**src/rtl/counter_sequencer_if.sv**
```systemverilog
// Command handshake bundle for counter_sequencer.
// The master offers commands, and the sequencer (slave) returns cmd_ready.
interface counter_sequencer_if;
  logic        cmd_valid;
  logic        cmd_ready;
  logic [2:0]  cmd_op;
  logic [15:0] cmd_data;
  logic [3:0]  cmd_repeat;
  logic        cmd_serial_bit;
  logic        cmd_abort;

  modport master (
    output cmd_valid,
    output cmd_op,
    output cmd_data,
    output cmd_repeat,
    output cmd_serial_bit,
    output cmd_abort,
    input  cmd_ready
  );

  modport slave (
    input  cmd_valid,
    input  cmd_op,
    input  cmd_data,
    input  cmd_repeat,
    input  cmd_serial_bit,
    input  cmd_abort,
    output cmd_ready
  );
endinterface

```
**src/rtl/counter_sequencer.sv**
```systemverilog
// Two-state command sequencer that drives one-cycle strobes into a downstream counter.
// Defining SEQ_SERIAL_STREAM_EN streams cmd_data bits into the shift-in lines.
module counter_sequencer (
  input  logic                       i_clk,
  input  logic                       i_rst,
  counter_sequencer_if.slave         cmd,
  output logic [15:0]                o_counter_in_data,
  output logic                       o_counter_in_msb,
  output logic                       o_counter_in_lsb,
  output logic                       o_do_reset,
  output logic                       o_do_load,
  output logic                       o_do_increment,
  output logic                       o_do_decrement,
  output logic                       o_do_shift_l2r,
  output logic                       o_do_shift_r2l,
  output logic                       o_done,
  output logic                       o_err_flag
);

  localparam logic [0:0] S_IDLE = 1'b0;
  localparam logic [0:0] S_EXEC = 1'b1;

  localparam logic [2:0] OP_NOP = 3'd0;
  localparam logic [2:0] OP_RST = 3'd1;
  localparam logic [2:0] OP_LD  = 3'd2;
  localparam logic [2:0] OP_INC = 3'd3;
  localparam logic [2:0] OP_DEC = 3'd4;
  localparam logic [2:0] OP_SHR = 3'd5;
  localparam logic [2:0] OP_SHL = 3'd6;
  localparam logic [2:0] OP_RSV = 3'd7;

  logic [0:0]  r_state;
  logic [3:0]  r_cnt;
  logic [5:0]  r_strobe;
  logic [15:0] r_data;
  logic        r_done;
  logic        r_err;

  logic        w_ready;
  logic        w_accept;
  logic        w_last;
  logic        w_rpt_op;
  logic [5:0]  w_strobe;
  logic        w_sb;

  assign w_ready  = (r_state == S_IDLE);
  assign w_accept = cmd.cmd_valid & w_ready;
  assign w_last   = (r_cnt == 4'd0) | cmd.cmd_abort;

  always_comb begin
    w_strobe = 6'b000000;
    w_rpt_op = 1'b0;
    case (cmd.cmd_op)
      OP_RST:  w_strobe = 6'b000001;
      OP_LD:   w_strobe = 6'b000010;
      OP_INC: begin
        w_strobe = 6'b000100;
        w_rpt_op = 1'b1;
      end
      OP_DEC: begin
        w_strobe = 6'b001000;
        w_rpt_op = 1'b1;
      end
      OP_SHR: begin
        w_strobe = 6'b010000;
        w_rpt_op = 1'b1;
      end
      OP_SHL: begin
        w_strobe = 6'b100000;
        w_rpt_op = 1'b1;
      end
      default: w_strobe = 6'b000000;
    endcase
  end

  always_ff @(posedge i_clk or posedge i_rst) begin
    if (i_rst) begin
      r_state  <= S_IDLE;
      r_cnt    <= 4'd0;
      r_strobe <= 6'b000000;
      r_data   <= 16'h0000;
      r_done   <= 1'b0;
      r_err    <= 1'b0;
    end else begin
      r_done <= 1'b0;
      case (r_state)
        S_IDLE: begin
          if (w_accept) begin
            r_data <= cmd.cmd_data;
            r_cnt  <= w_rpt_op ? cmd.cmd_repeat : 4'd0;
            if (cmd.cmd_op == OP_RSV) begin
              r_err <= 1'b1;
            end
            // NOP and reserved retire straight from IDLE
            if (cmd.cmd_op == OP_NOP || cmd.cmd_op == OP_RSV) begin
              r_done <= 1'b1;
            end else begin
              r_state  <= S_EXEC;
              r_strobe <= w_strobe;
            end
          end
        end
        S_EXEC: begin
          if (w_last) begin
            r_state  <= S_IDLE;
            r_strobe <= 6'b000000;
            r_cnt    <= 4'd0;
            r_done   <= 1'b1;
          end else begin
            r_cnt <= r_cnt - 4'd1;
          end
        end
        default: begin
          r_state  <= S_IDLE;
          r_strobe <= 6'b000000;
        end
      endcase
    end
  end

`ifdef SEQ_SERIAL_STREAM_EN
  logic [3:0] r_idx;

  always_ff @(posedge i_clk or posedge i_rst) begin
    if (i_rst) begin
      r_idx <= 4'd0;
    end else if (w_accept) begin
      r_idx <= 4'd0;
    end else if (r_state == S_EXEC && !w_last) begin
      r_idx <= r_idx + 4'd1;
    end
  end

  assign w_sb = r_data[r_idx];
`else
  logic r_serial;

  always_ff @(posedge i_clk or posedge i_rst) begin
    if (i_rst) begin
      r_serial <= 1'b0;
    end else if (w_accept) begin
      r_serial <= cmd.cmd_serial_bit;
    end
  end

  assign w_sb = r_serial;
`endif

  assign cmd.cmd_ready      = w_ready;
  assign o_counter_in_data  = r_data;
  assign o_counter_in_msb   = w_sb;
  assign o_counter_in_lsb   = w_sb;
  assign o_do_reset         = r_strobe[0];
  assign o_do_load          = r_strobe[1];
  assign o_do_increment     = r_strobe[2];
  assign o_do_decrement     = r_strobe[3];
  assign o_do_shift_l2r     = r_strobe[4];
  assign o_do_shift_r2l     = r_strobe[5];
  assign o_done             = r_done;
  assign o_err_flag         = r_err;

endmodule

```
**src/flat_wrapper.sv**
```systemverilog
// flat-port wrapper written by rule: the top's interface ports become plain ports
module counter_sequencer_flat 
  (i_clk, i_rst, o_counter_in_data, o_counter_in_msb, o_counter_in_lsb, o_do_reset, o_do_load, o_do_increment, o_do_decrement, o_do_shift_l2r, o_do_shift_r2l, o_done, o_err_flag, cmd_cmd_valid, cmd_cmd_op, cmd_cmd_data, cmd_cmd_repeat, cmd_cmd_serial_bit, cmd_cmd_abort, cmd_cmd_ready);
  counter_sequencer_if cmd_i ();
  input  logic i_clk;
  input  logic i_rst;
  output logic [15:0] o_counter_in_data;
  output logic o_counter_in_msb;
  output logic o_counter_in_lsb;
  output logic o_do_reset;
  output logic o_do_load;
  output logic o_do_increment;
  output logic o_do_decrement;
  output logic o_do_shift_l2r;
  output logic o_do_shift_r2l;
  output logic o_done;
  output logic o_err_flag;
  input wire logic [$bits(cmd_i.cmd_valid)-1:0] cmd_cmd_valid;
  input wire logic [$bits(cmd_i.cmd_op)-1:0] cmd_cmd_op;
  input wire logic [$bits(cmd_i.cmd_data)-1:0] cmd_cmd_data;
  input wire logic [$bits(cmd_i.cmd_repeat)-1:0] cmd_cmd_repeat;
  input wire logic [$bits(cmd_i.cmd_serial_bit)-1:0] cmd_cmd_serial_bit;
  input wire logic [$bits(cmd_i.cmd_abort)-1:0] cmd_cmd_abort;
  output wire logic [$bits(cmd_i.cmd_ready)-1:0] cmd_cmd_ready;
  assign cmd_i.cmd_valid = cmd_cmd_valid;
  assign cmd_i.cmd_op = cmd_cmd_op;
  assign cmd_i.cmd_data = cmd_cmd_data;
  assign cmd_i.cmd_repeat = cmd_cmd_repeat;
  assign cmd_i.cmd_serial_bit = cmd_cmd_serial_bit;
  assign cmd_i.cmd_abort = cmd_cmd_abort;
  assign cmd_cmd_ready = cmd_i.cmd_ready;
  counter_sequencer u_core (.i_clk(i_clk), .i_rst(i_rst), .cmd(cmd_i), .o_counter_in_data(o_counter_in_data), .o_counter_in_msb(o_counter_in_msb), .o_counter_in_lsb(o_counter_in_lsb), .o_do_reset(o_do_reset), .o_do_load(o_do_load), .o_do_increment(o_do_increment), .o_do_decrement(o_do_decrement), .o_do_shift_l2r(o_do_shift_l2r), .o_do_shift_r2l(o_do_shift_r2l), .o_done(o_done), .o_err_flag(o_err_flag));
endmodule
```
**config.mk**
```make
export PLATFORM = sky130hd
export DESIGN_NAME = counter_sequencer_flat
export DESIGN_NICKNAME = d
export VERILOG_FILES = /design/src/rtl/counter_sequencer_if.sv /design/src/rtl/counter_sequencer.sv /design/src/flat_wrapper.sv
export SDC_FILE = /design/constraint.sdc
export NUM_CORES = 1
export LEC_CHECK = 0
export ABC_AREA = 1
export CELL_PAD_IN_SITES_DETAIL_PLACEMENT = 0
export CELL_PAD_IN_SITES_GLOBAL_PLACEMENT = 1
export CORE_ASPECT_RATIO = 1.5
export CORE_MARGIN = 3
export CORE_UTILIZATION = 30
export DETAILED_ROUTE_END_ITERATION = 8
export PLACE_DENSITY_LB_ADDON = 0.1
export SYNTH_ARGS = -nofsm -noshare
export SYNTH_HDL_FRONTEND = slang
export SYNTH_SLANG_ARGS = --single-unit
export TNS_END_PERCENT = 50
```
**constraint.sdc**
```tcl
create_clock -name i_clk -period 1.7 [get_ports i_clk]
set_clock_uncertainty 0.2 [all_clocks]
set_input_delay 0.17 -clock i_clk [delete_from_list [all_inputs] [get_ports i_clk]]
set_output_delay 0.17 -clock i_clk [all_outputs]
set_load 0.1 [all_outputs]
```
# Yosys cells after proc, flatten, opt, wreduce, memory -nomap -nowiden
# Index checks and enable logic that the tools add are counted.
# Widths: inputs -> output; s select.
# totals
output_inout_bits	27
register_bits	30
wordCells	46
inputBits	28
# op_classes
bitwise_logic	3
n_eq_ne	10
n_mux	18
n_addsub	1
n_reduce_logical	7
# ops
operator	n
$pmux 6 s6	1
$mux 6	3
$eq 3x3->1 const B	4
$mux 4	3
$pmux 6 s2	1
$pmux 4 s2	1
$mux 1	7
$eq 3x2->1 const B	2
$ne 2x2->1 const B	3
$reduce_and 3->1	2
$logic_not 4->1	1
$pmux 1 s2	2
$reduce_or 4->1	1
$sub 4x1->4 const B	1
$eq 3x1->1 const B	1
$logic_not 3->1	1
$reduce_and 2->1	1
$and 1x1->1	1
$logic_or 1x1->1	1
$not 1->1	1
$or 1x1->1	1

# Depth between registers and ports, before layout
# depth
ltp_word	6
mapped_depth	9
depth_no_buf	9

# Worst setup path before layout
# No wires, ideal clock.
# synth_path
path_type	reg-to-output
start	register u_core.r_serial (netlist: u_core.o_counter_in_lsb)
end	output port o_counter_in_msb
path_buffers	1
arrival_time_ps	1340
slack_ps	-10
stages_incl_launch_ff	2
required_ps	1330
path_cell_list	dfrtp_1 -> buf_4
# synth_rtl
item	line_no	rtl
from (decl)	counter_sequencer.sv:136	logic r_serial;
from (signal assigned)	counter_sequencer.sv:142	r_serial <= cmd.cmd_serial_bit;
to (decl)	flat_wrapper.sv:8	output logic o_counter_in_msb;
# No word-level cell between the ends.

# Worst setup path in the final report
# layout_path
start	register u_core.r_cnt[0]
end	register u_core.r_cnt[3]
# layout_between
elab_chain_len	4
word_cells_on_any_way	5
classes_between	1 x add/sub; 2 x mux; 1 x bitwise; 1 x reduce/logical
# layout_rtl
item	line_no	rtl
from (decl)	counter_sequencer.sv:33	logic [3:0] r_cnt;
from (signal assigned)	counter_sequencer.sv:90	r_cnt <= w_rpt_op ? cmd.cmd_repeat : 4'd0;
from (signal assigned)	counter_sequencer.sv:110	r_cnt <= r_cnt - 4'd1;
parallel branches: the longest is 2 deep, another holds $sub 4x1->4	n/a	
$mux 4 *	counter_sequencer.sv:104	if (w_last) begin
$pmux 4 s2 *	counter_sequencer.sv:86	case (r_state)
# Every way passes the cells marked *.
# A chain may end at the register's enable or synchronous reset.

==> flow_summary.toml <==
[clock_tree]
post-cts-setup-buffer-count = 0
clkLatencyLatePin_ns = 0.28
cts_max_level = 2
ctsResizeCount = 0
cts_inserted_buffers = 5
cts_tree = "yes"
ctsHoldBuffers = 0
clock-sinks = 30
path_clk_slew_ns = 0.07
cts_root_buffer = "clkbuf_8"
clockBufferDepth = 2

[sta]
final_hold_viol_count = 0
layout_worst_path_cycle_share_pct = 91.2
drv_slew = 0
whs_ns = 0.0603
tightest_slew_ns = 0.385
final-setup-viol-count = 0
period_needed_ns = 1.55
rsz0062_at_grt = "no"
fmax_mhz = 645
max_slew_margin_pct = 74.3
worst_slack_ns = 0.149

[power_and_ir_drop]
leakage_nw = 1.29
internal_power_mw = 2.05
switchingPower_mw = 1.83
p_total_mw = 3.88
power_density_nw_per_um2 = 1550
p_sw_share_pct = 47.2
peakVddDrop_uv = 774
power_frac_clock_pct = 18.1
combinationalPowerShare_pct = 55.0
seq_power_share_pct = 26.9

[die]
initial_utilization_pct = 31.4
die_area_sq_um = 5680
rows = 30
die_w_um = 62.5
core-area_sq_um = 4580
ios = 55
die_h_um = 90.8

[drt]
wl_per_cell_um = 11.3
wirelength_um = 3650
ant_nets = 0
drc = 0
num_vias = 1374
vias_per_cell = 4.25
drtIter0Drc = 43
dr.pass1.iters = 4

[critical_path]
path_buf_inv = 2
cp.required_ns = 1.67
cp_max_fo = 4
cpMostUsedCell = "nand2_1"
cp-end-kind = "register"
crit_path_start_kind = "register"
cp_top_family = "simple AND/OR/NAND/NOR gates"
reg2reg_slack_ns = 0.15
crit_chain = "inv_1, ha_1, nand3_2, nand2_2, buf_4, nor2_1, nand2_1, nand2_1, nand2_1, nand2_1"
slowest_delay_ns = 0.38
worstSetupPathType = "reg -> reg"
critPathArrivalTime_ns = 1.52
crit_slowest_cell = "dfrtp_1"

[placement]
portBuffers = 54
place_area_sq_um = 2390
place_hpwl_um = 2800
gp_congestion = 0.743
place_ws_ns = -0.0986

[synthesis]
syn_avg_cell_area_sq_um = 7.57
ys_seq_elements = 30
yosys_warnings = 0
ys_seq_area_share_pct = 52.2
yosysUniqueCellTypes = 18
synthCells = 190
synth_area_sq_um = 1440
syn_nets = 219

[global_route]
met3_usage_pct = 4.98
grt_pass1_vias = 1389
grt_first_pass_wirelength_um = 6160
grt_overflow = 0
grt_use_met1_pct = 13.5
gr-usage-met2_pct = 25.6
busiest_layer = "met2"
antenna_found_initial = 0
grt.total_usage_pct = 13.9
grt_start_max_net_pins = 31

[cells_and_area]
fillCellCount = 446
final_nets = 287
seq_area_sq_um = 752
drive_above_1_share_pct = 23.2
fin_util_pct = 54.8
area_growth_pct = 74.3
multi_input_area_sq_um = 588
layout_common_cells = "nand2_1, dfrtp_1, clkdlybuf4s50_1, buf_12, nor2_1"
final_common_cell = "nand2_1"
final_area_sq_um = 2510
n_antenna_cell = 0

[worst_hold_path]
hp-class = "in -> async"

[run_status]
outcome = "complete, no violations"

[run]
cap_viol_max_count = 0
-- routing by layer --
metal | vias up | wire, um | part of all wire [%]
met3 | 5 | 262 | 7.2
met2 | 44 | 1940 | 53
met4 | 0 | 61 | 1.7
li1 | 711 | - | -
met1 | 614 | 1380 | 38
met5 | - | 0 | 0
-- worst paths after layout --
kind | start | endpoint | cells after the start
max | u_core.r_cnt[0] | u_core.r_cnt[3] | 10
min | i_rst | u_core.o_counter_in_data[12] | 3
max reg2reg | u_core.r_cnt[0] | u_core.r_cnt[3] | 10
min reg2reg | u_core.r_cnt[3] | u_core.r_cnt[3] | 2
max in group asynchronous | i_rst | u_core.o_counter_in_lsb | 3
min in group i_clk | cmd_cmd_data[2] | u_core.o_counter_in_data[2] | 3
-- registers in the layout, indices dropped and copies added (netlist names) --
| signal | count |
|---|---|
| u_core.r_state | 1 |
| u_core.r_strobe | 6 |
| u_core.r_cnt | 4 |
| u_core.o_counter_in_lsb | 1 |
| u_core.o_done | 1 |
| u_core.o_counter_in_data | 16 |
| u_core.o_err_flag | 1 |
-- synthesized netlist by cell type --
cell       n  area [sq um]
nand4_1    3          18.8
o21ai_2    1          8.76
buf_2      2          10.0
nand2_1   85           319
nand2_2    3          18.8
inv_2      3          11.3
ha_1       1          12.5
o21ai_0    4          20.0
clkbuf_1   1          3.75
nand3_2    1          10.0
inv_1     16          60.1
dfrtp_1   30           751
nor3_1     2          10.0
nor2_1    21          78.8
buf_4      3          22.5
o31ai_2    1          12.5
nor2_4     1          11.3
nand3_1   12          60.1
-- final cells by class --
class	count	area share, %
Inverter	19	2.84
Multi-Input combinational cell	135	23.4
Clock inverter	3	1.60
Tap cell	64	3.19
Timing Repair Buffer	67	36.2
Sequential cell	30	30.0
Clock buffer	5	2.74
-- kinds of logic (layout without fill, tap and decap cells) --
| logic type | after synthesis | after routing | synth area share (%) |
|---|---|---|---|
| compound gates | 6 | 6 | 2.87 |
| fa+ha+maj | 1 | 1 | 0.869 |
| buf+inv | 25 | 94 | 7.48 |
| simple gates | 128 | 128 | 36.6 |
| flops | 30 | 30 | 52.2 |
-- power by group through the flow --
stage / registers [mW] / logic, mW / clock network, mW
3_5_place_dp: 1.06 / 2.15 / 0
3_3_place_gp: 1.05 / 2.14 / 0
5_1_grt: 1.06 / 2.24 / 0.755
6_report: 1.04 / 2.13 / 0.702
4_1_cts: 1.05 / 2.15 / 0.721
2_1_floorplan: 1.88 / 0.458 / 0
-- worst min-delay path, stage by stage --
cell and delay [ns]:
clkdlybuf4s50_1 0.39, inv_1 0.05, buf_4 0.34
-- per-stage QoR --
step                      TNS (ns)  cells
after global routing             0    323
after global placement      -0.301    315
after detailed placement    -0.401    315
after floorplan                  0    190
final                            0    323
after CTS                        0    323
Power figures use the tool's default switching activity.
